<file path="src/rtl/cw310_crypt_batch_ctrl.sv">
// ---------------------------------------------------------------------------
// cw310_crypt_batch_ctrl
//
// Purpose:
//   Sequencer between the register block and the crypto core. A single start
//   request runs a batch of back-to-back encryptions. Each ciphertext can
//   optionally be chained into the next plaintext. The block drives the core
//   start pulse, the scope trigger, busy, a per-operation timeout and a
//   batch-done pulse.
//
// Ports:
//   crypto_clk        sole clock
//   reset_i           synchronous, active-high reset
//   I_start           one-cycle batch start request (honoured only in IDLE)
//   I_abort           abandon the running batch and return to IDLE
//   I_batch_count     operations per batch, 0 is treated as 1
//   I_chain           1: next plaintext is the previous ciphertext
//   I_textin          first plaintext of the batch
//   I_timeout         max RUN cycles per operation, 0 disables the timeout
//   I_core_ready      core can accept a start
//   I_core_done       core done, level or pulse (only the rising edge is used)
//   I_core_cipherout  core result, valid at the done rising edge
//   O_core_start      one-cycle start pulse to the core
//   O_core_textin     plaintext presented to the core
//   O_trigger         high from the core start cycle until the done edge
//   O_busy            high in every state except IDLE
//   O_done            one-cycle pulse at normal or timeout batch end
//   O_timeout_err     sticky timeout flag, cleared by the next accepted start
//   O_completed       operations completed in the current/last batch
//   O_last_cipherout  most recently captured ciphertext
// ---------------------------------------------------------------------------
module cw310_crypt_batch_ctrl #(
   parameter int pPT_WIDTH      = 128,
   parameter int pCT_WIDTH      = 128,
   parameter int pCOUNT_WIDTH   = 16,
   parameter int pTIMEOUT_WIDTH = 16
) (
   input  logic                      crypto_clk,
   input  logic                      reset_i,
   input  logic                      I_start,
   input  logic                      I_abort,
   input  logic [pCOUNT_WIDTH-1:0]   I_batch_count,
   input  logic                      I_chain,
   input  logic [pPT_WIDTH-1:0]      I_textin,
   input  logic [pTIMEOUT_WIDTH-1:0] I_timeout,
   input  logic                      I_core_ready,
   input  logic                      I_core_done,
   input  logic [pCT_WIDTH-1:0]      I_core_cipherout,
   output logic                      O_core_start,
   output logic [pPT_WIDTH-1:0]      O_core_textin,
   output logic                      O_trigger,
   output logic                      O_busy,
   output logic                      O_done,
   output logic                      O_timeout_err,
   output logic [pCOUNT_WIDTH-1:0]   O_completed,
   output logic [pCT_WIDTH-1:0]      O_last_cipherout
);

   typedef enum logic [2:0] {
      IDLE,
      WAIT_RDY,
      LAUNCH,
      RUN,
      FINISH
   } state_e;

   state_e                    state_q;
   logic [pCOUNT_WIDTH-1:0]   batchCount_q;
   logic                      chain_q;
   logic [pTIMEOUT_WIDTH-1:0] timeout_q;
   logic [pTIMEOUT_WIDTH-1:0] timer_q;
   logic                      coreDoneDly_q;
   logic                      coreStart_q;
   logic [pPT_WIDTH-1:0]      textin_q;
   logic                      trigger_q;
   logic                      busy_q;
   logic                      done_q;
   logic                      timeoutErr_q;
   logic [pCOUNT_WIDTH-1:0]   completed_q;
   logic [pCT_WIDTH-1:0]      lastCipher_q;

   logic                      doneEdge;
   logic                      timerExpired;
   logic [pCOUNT_WIDTH-1:0]   completed_d;

   // The core may hold done as a level, so only a low-to-high transition
   // counts as a completed operation. The delayed copy is sampled in every
   // state, which means a level still high from the previous operation when
   // we launch the next one cannot look like a fresh edge once RUN begins.
   // The timeout fires on the last allowed RUN cycle so that a limit of N
   // allows exactly N RUN cycles; zero disables it. The completed count
   // cannot wrap because the batch length itself fits in the counter width.
   always_comb begin
      doneEdge     = I_core_done & ~coreDoneDly_q;
      timerExpired = (timeout_q != '0) && (timer_q == (timeout_q - pTIMEOUT_WIDTH'(1)));
      completed_d  = completed_q + pCOUNT_WIDTH'(1);
   end

   // Batch sequencer. Every output is a register, so each output is written
   // on the transition into the state it belongs to. Start and done are
   // pulses: they default low each cycle and are only raised on the way
   // into LAUNCH or FINISH. Abort is checked ahead of the state case so it
   // beats a simultaneous ready, done edge or timeout. On abort the
   // completed count and captured ciphertext are kept so software can see
   // how far the batch got. The run timer saturates rather than wrapping
   // when the timeout is disabled.
   always_ff @(posedge crypto_clk) begin
      if (reset_i) begin
         state_q       <= IDLE;
         batchCount_q  <= '0;
         chain_q       <= 1'b0;
         timeout_q     <= '0;
         timer_q       <= '0;
         coreDoneDly_q <= 1'b0;
         coreStart_q   <= 1'b0;
         textin_q      <= '0;
         trigger_q     <= 1'b0;
         busy_q        <= 1'b0;
         done_q        <= 1'b0;
         timeoutErr_q  <= 1'b0;
         completed_q   <= '0;
         lastCipher_q  <= '0;
      end else begin
         coreDoneDly_q <= I_core_done;
         coreStart_q   <= 1'b0;
         done_q        <= 1'b0;
         if ((state_q != IDLE) && I_abort) begin
            state_q   <= IDLE;
            busy_q    <= 1'b0;
            trigger_q <= 1'b0;
         end else begin
            case (state_q)
               IDLE: begin
                  if (I_start) begin
                     batchCount_q <= (I_batch_count == '0) ? pCOUNT_WIDTH'(1) : I_batch_count;
                     chain_q      <= I_chain;
                     timeout_q    <= I_timeout;
                     textin_q     <= I_textin;
                     completed_q  <= '0;
                     timeoutErr_q <= 1'b0;
                     busy_q       <= 1'b1;
                     state_q      <= WAIT_RDY;
                  end
               end
               WAIT_RDY: begin
                  if (I_core_ready) begin
                     coreStart_q <= 1'b1;
                     trigger_q   <= 1'b1;
                     timer_q     <= '0;
                     state_q     <= LAUNCH;
                  end
               end
               LAUNCH: begin
                  timer_q <= '0;
                  state_q <= RUN;
               end
               RUN: begin
                  if (doneEdge) begin
                     lastCipher_q <= I_core_cipherout;
                     completed_q  <= completed_d;
                     trigger_q    <= 1'b0;
                     if (chain_q) begin
                        textin_q <= pPT_WIDTH'(I_core_cipherout);
                     end
                     if (completed_d == batchCount_q) begin
                        done_q  <= 1'b1;
                        state_q <= FINISH;
                     end else begin
                        state_q <= WAIT_RDY;
                     end
                  end else if (timerExpired) begin
                     timeoutErr_q <= 1'b1;
                     trigger_q    <= 1'b0;
                     done_q       <= 1'b1;
                     state_q      <= FINISH;
                  end else if (timer_q != '1) begin
                     timer_q <= timer_q + pTIMEOUT_WIDTH'(1);
                  end
               end
               FINISH: begin
                  busy_q  <= 1'b0;
                  state_q <= IDLE;
               end
               default: begin
                  busy_q    <= 1'b0;
                  trigger_q <= 1'b0;
                  state_q   <= IDLE;
               end
            endcase
         end
      end
   end

   // Outputs come straight from their registers.
   always_comb begin
      O_core_start     = coreStart_q;
      O_core_textin    = textin_q;
      O_trigger        = trigger_q;
      O_busy           = busy_q;
      O_done           = done_q;
      O_timeout_err    = timeoutErr_q;
      O_completed      = completed_q;
      O_last_cipherout = lastCipher_q;
   end

endmodule
</file>
<file path="config.mk">
export PLATFORM = sky130hd
export DESIGN_NAME = cw310_crypt_batch_ctrl
export DESIGN_NICKNAME = d
export VERILOG_FILES = /design/src/rtl/cw310_crypt_batch_ctrl.sv
export SDC_FILE = /design/constraint.sdc
export NUM_CORES = 1
export LEC_CHECK = 0
export BUFFER_PORTS_ARGS = -buffer_cell sky130_fd_sc_hd__buf_2
export CAP_MARGIN = 20
export CORE_AREA = 2 2 222 224
export DETAILED_ROUTE_END_ITERATION = 8
export DIE_AREA = 0 0 224 226
export PLACE_DENSITY = 0.65
export SKIP_LAST_GASP = 1
export SYNTH_ARGS = -nofsm -noshare
export SYNTH_HDL_FRONTEND = slang
export SYNTH_SLANG_ARGS = --single-unit
</file>
<file path="constraint.sdc">
create_clock -name crypto_clk -period 3.05 [get_ports crypto_clk]
set_input_delay 0.305 -clock crypto_clk [delete_from_list [all_inputs] [get_ports crypto_clk]]
set_output_delay 0.305 -clock crypto_clk [all_outputs]
set_load 0.02 [all_outputs]
</file>
==> metrics.yaml <==
logic_synthesis:
  average_cell_area_after_synthesis_um2: 7.66
  synth-seq-area-share_pct: 47.6
  post_syn_area_um2: 13900
  synthTopCellsByArea: "sky130_fd_sc_hd__dfxtp_1 (48%), sky130_fd_sc_hd__nand2_1 (16%), sky130_fd_sc_hd__a311oi_1 (8.3%)"
  synth_enable_flop_cells: 0
  synth.distinct_cells: 59
  fraction_of_registers_with_async_set_reset_pct: 0
  ys_ff_latch: 330
  synthesis_warning_total: 0
  ys_dominant_reg_cell: "sky130_fd_sc_hd__dfxtp_1"
  synth_largest_area_cell: "sky130_fd_sc_hd__dfxtp_1"
  syn_inst_count: 1813
  post-synth-top-area-fraction_pct: 47.6
  synth_nets: 2112
drt:
  post-route-drc-count: 0
  drt_wl_total_um: 54100
  route.detailed.vias_per_inst: 5.04
  first_pass_iters: 5
  ant_nets: 0
  detail_routed_net_length_per_standard_cell_um: 17.3
  met3_length_um: 4810
  detail_route.wirelength.met1_um: 21100
  route.met2.wl_um: 25600
  first_iter_violations: 1074
  vias: 15700
  top_layer_used: "met5"
sta:
  worst_pin_slew_ns: 1.05
  unrepaired_setup_endpoints_after_global_routing: "no"
  final_hold_fails: 0
  final-max-slew-violation-count: 0
  final.setup.tns_ns: 0
  layout_worst_path_cycle_share_pct: 95.8
  finalCriticalPeriod_ns: 2.92
  finalSetupViolCount: 0
  fin_worst_skew_ns: 0.0204
  timing.fmax_mhz: 342
  slew_headroom_pct: 30.1
  whs_ns: 0.0330
job:
  drv.max_cap_violation_count: 0
power:
  p_sw_share_pct: 28.0
  power.ir.vdd_worst_mv: 0.400
  p_int_uw: 7950
  p_switching_uw: 3090
  cellPowerDensity_nw_per_um2: 547
  power_frac_comb_pct: 16.9
  pwr-share-seq_pct: 42.6
  clkPwrFrac_pct: 40.5
  leakage_uw: 0.00875
final_layout:
  layout-drive-gt1-share_pct: 27.6
  layout_common_cells: "sky130_fd_sc_hd__nand2_1 (604), sky130_fd_sc_hd__buf_2 (571), sky130_fd_sc_hd__dfxtp_1 (327), sky130_fd_sc_hd__a21oi_1 (194), sky130_fd_sc_hd__nor2_1 (165)"
  layout_commonest_cell: "sky130_fd_sc_hd__nand2_1"
  area_used_by_multi_input_combinational_logic_um2: 6750
  finish.net_count: 2770
  area.sequential_um2: 6610
  post-route-cell-area_um2: 20200
  syn2layout_area_growth_pct: 45.3
  fillerInstances: 4774
global_route:
  grt_overflow: 0
  grt_start_max_net_pins: 177
  grt_antenna_before_repair: 3
  grt_pass1_wl_um: 81700
  number_of_global_route_vias_before_repair: 15200
  grt_usage_pct: 20.0
floorplanning:
  initial_utilization_pct: 28.7
  core_area_um2: 48300
  std_cell_rows: 81
  die_w_um: 224
  fp.dieArea_um2: 50600
  die_y_um: 226
  top_level_ports: 572
clocking:
  number_of_clock_buffers_inserted_by_tritoncts: 38
  h-tree-depth: 2
  clk_latency_ns: 0.55
  worst_setup_hold_path_clk_slew_ns: 0.06
  largest_buffer_count_on_any_clock_path: 3
  cts_tree: "done"
  ctsRootBufferMaster: "sky130_fd_sc_hd__clkbuf_16"
  clock-sinks: 330
critical_path:
  crit_buf_inv: 2
  ff2ff_setup_slack_ns: 0.13
  r2r_start: "timeout_q[5]$_SDFFE_PP0P_"
  cp_max_fanout: 7
  worst-setup-path-type: "reg -> reg"
  cpMaxStageDelayCell: "sky130_fd_sc_hd__or4_4"
  delay_of_the_slowest_cell_on_the_worst_path_ns: 0.56
  crit_required_ns: 3.52
  reg2regPathDepth: 10
  startpoint_type: "register"
  cp_cell_sequence: "or4_4 -> buf_4 -> nor3_1 -> nand3_1 -> xnor2_1 -> nand4_4 -> o21ai_4 -> buf_6 -> or4_1 -> a21oi_1"
  worstSetupEndpointType: "register"
  critical-path-top-delay-family: "simple AND/OR/NAND/NOR gates"
  timing.critical_path.arrival_ns: 3.39
  r2r-end: "timer_q[9]$_SDFFE_PP0P_"
placement:
  placement.cell_area_um2: 17300
  port_buffers: 571
  gp_congestion: 0.880
  post-dp-hpwl_um: 37100
min_path:
  min_delay_path_depth: 3
  worstHoldStart: "I_core_cipherout[113]"
  timing.hold.worst_endpoint: "O_last_cipherout[113]$_SDFFE_PP0P_"
  holdCritPathClass: "in -> reg"
run_status:
  run_status: "finished, final reports clean"
power groups by stage:
stage | clock, uW | sequential [uW] | combinational [uW]
floorplan | 0 | 5010 | 743
global placement | 0 | 4780 | 1630
detailed placement | 0 | 4790 | 1650
CTS | 4580 | 4700 | 1820
global route | 4750 | 4730 | 2020
finish | 4470 | 4700 | 1870
cell usage after synthesis, drive strengths merged, types with 8 or more instances:
library cell	number
nor4	10
buf	18
a311oi	131
and3	8
xnor2	24
nand3	22
a21oi	195
clkbuf	129
or3	13
nand2	604
dfxtp	330
o21ai	24
nor2	167
nor3	16
xor2	17
o31ai	10
nor2b	8
or4	12
repair_timing:
item / CTS / global route
endpoints found under the hold margin: 155 / 0
hold buffers: 156 / 0
gates resized for setup: 0 / 23
setup endpoints to repair: 0 / 19
buffers inserted: 0 / 1
worst max-delay path by stage:
| stage | depth (start not counted) | endpoint | slack [ns] | start |
|---|---|---|---|---|
| floorplan | 12 | timer_q[0]$_SDFFE_PP0P_ | 0.04 | timeout_q[0]$_SDFFE_PP0P_ |
| global placement | 10 | O_trigger$_SDFFE_PP0P_ | 0.13 | timeout_q[1]$_SDFFE_PP0P_ |
| detailed placement | 10 | O_trigger$_SDFFE_PP0P_ | 0.04 | timeout_q[1]$_SDFFE_PP0P_ |
| CTS | 10 | O_trigger$_SDFFE_PP0P_ | 0.005 | timeout_q[1]$_SDFFE_PP0P_ |
| global route | 10 | timer_q[15]$_SDFFE_PP0P_ | 0.03 | timeout_q[5]$_SDFFE_PP0P_ |
| finish | 10 | timer_q[9]$_SDFFE_PP0P_ | 0.13 | timeout_q[5]$_SDFFE_PP0P_ |
layout make-up:
class / instances / share of cell area (%)
diodes: 1 / 0.0124
repair buffers: 765 / 23.9
clock inverters: 8 / 0.353
clock buffers: 58 / 5.59
well taps: 622 / 3.86
multi-input cells: 1329 / 33.4
flip-flops and latches: 330 / 32.8
inverters: 7 / 0.130
flip-flops by register name (all words and copies together), names as in the netlist:
name,count
state_q,3
timer_q,16
O_core_textin,128
O_last_cipherout,128
timeout_q,16
O_busy,1
O_completed,16
O_trigger,1
chain_q,1
O_core_start,1
batchCount_q,16
coreDoneDly_q,1
O_done,1
O_timeout_err,1
per-stage QoR:
step,setup WS (ns),total power [uW],utilization [%],instances
2_1_floorplan,0.0376,5750,-,1813
6_report,0.127,11000,41.7,3120
3_5_place_dp,0.0419,6440,35.8,2893
4_1_cts,0.00513,11100,41.5,3115
5_1_grt,0.0269,11500,41.7,3120
3_3_place_gp,0.128,6400,35.8,2893
layer usage:
metal  up-vias  GRT usage, %
li1       7520             -
met1      7305          23.4
met2       721          33.2
met3       167          6.40
met4         6          9.83
met5         -             0
worst min-delay path, delay by kind of cell:
family / cells / cell delay (ns)
buffers and inverters: 1 / 0.11
AND/OR/NAND/NOR: 1 / 0.05
AO/OA/AOI/OAI: 1 / 0.05
cells by family after synthesis:
family / synth area share, %
fa+ha+maj: 0.361
xor+xnor: 2.59
buf+inv: 4.44
flops: 47.6
simple gates: 26.3
compound gates: 18.6
mux: 0.0721
No activity file was read; power rests on OpenSTA's default activity.
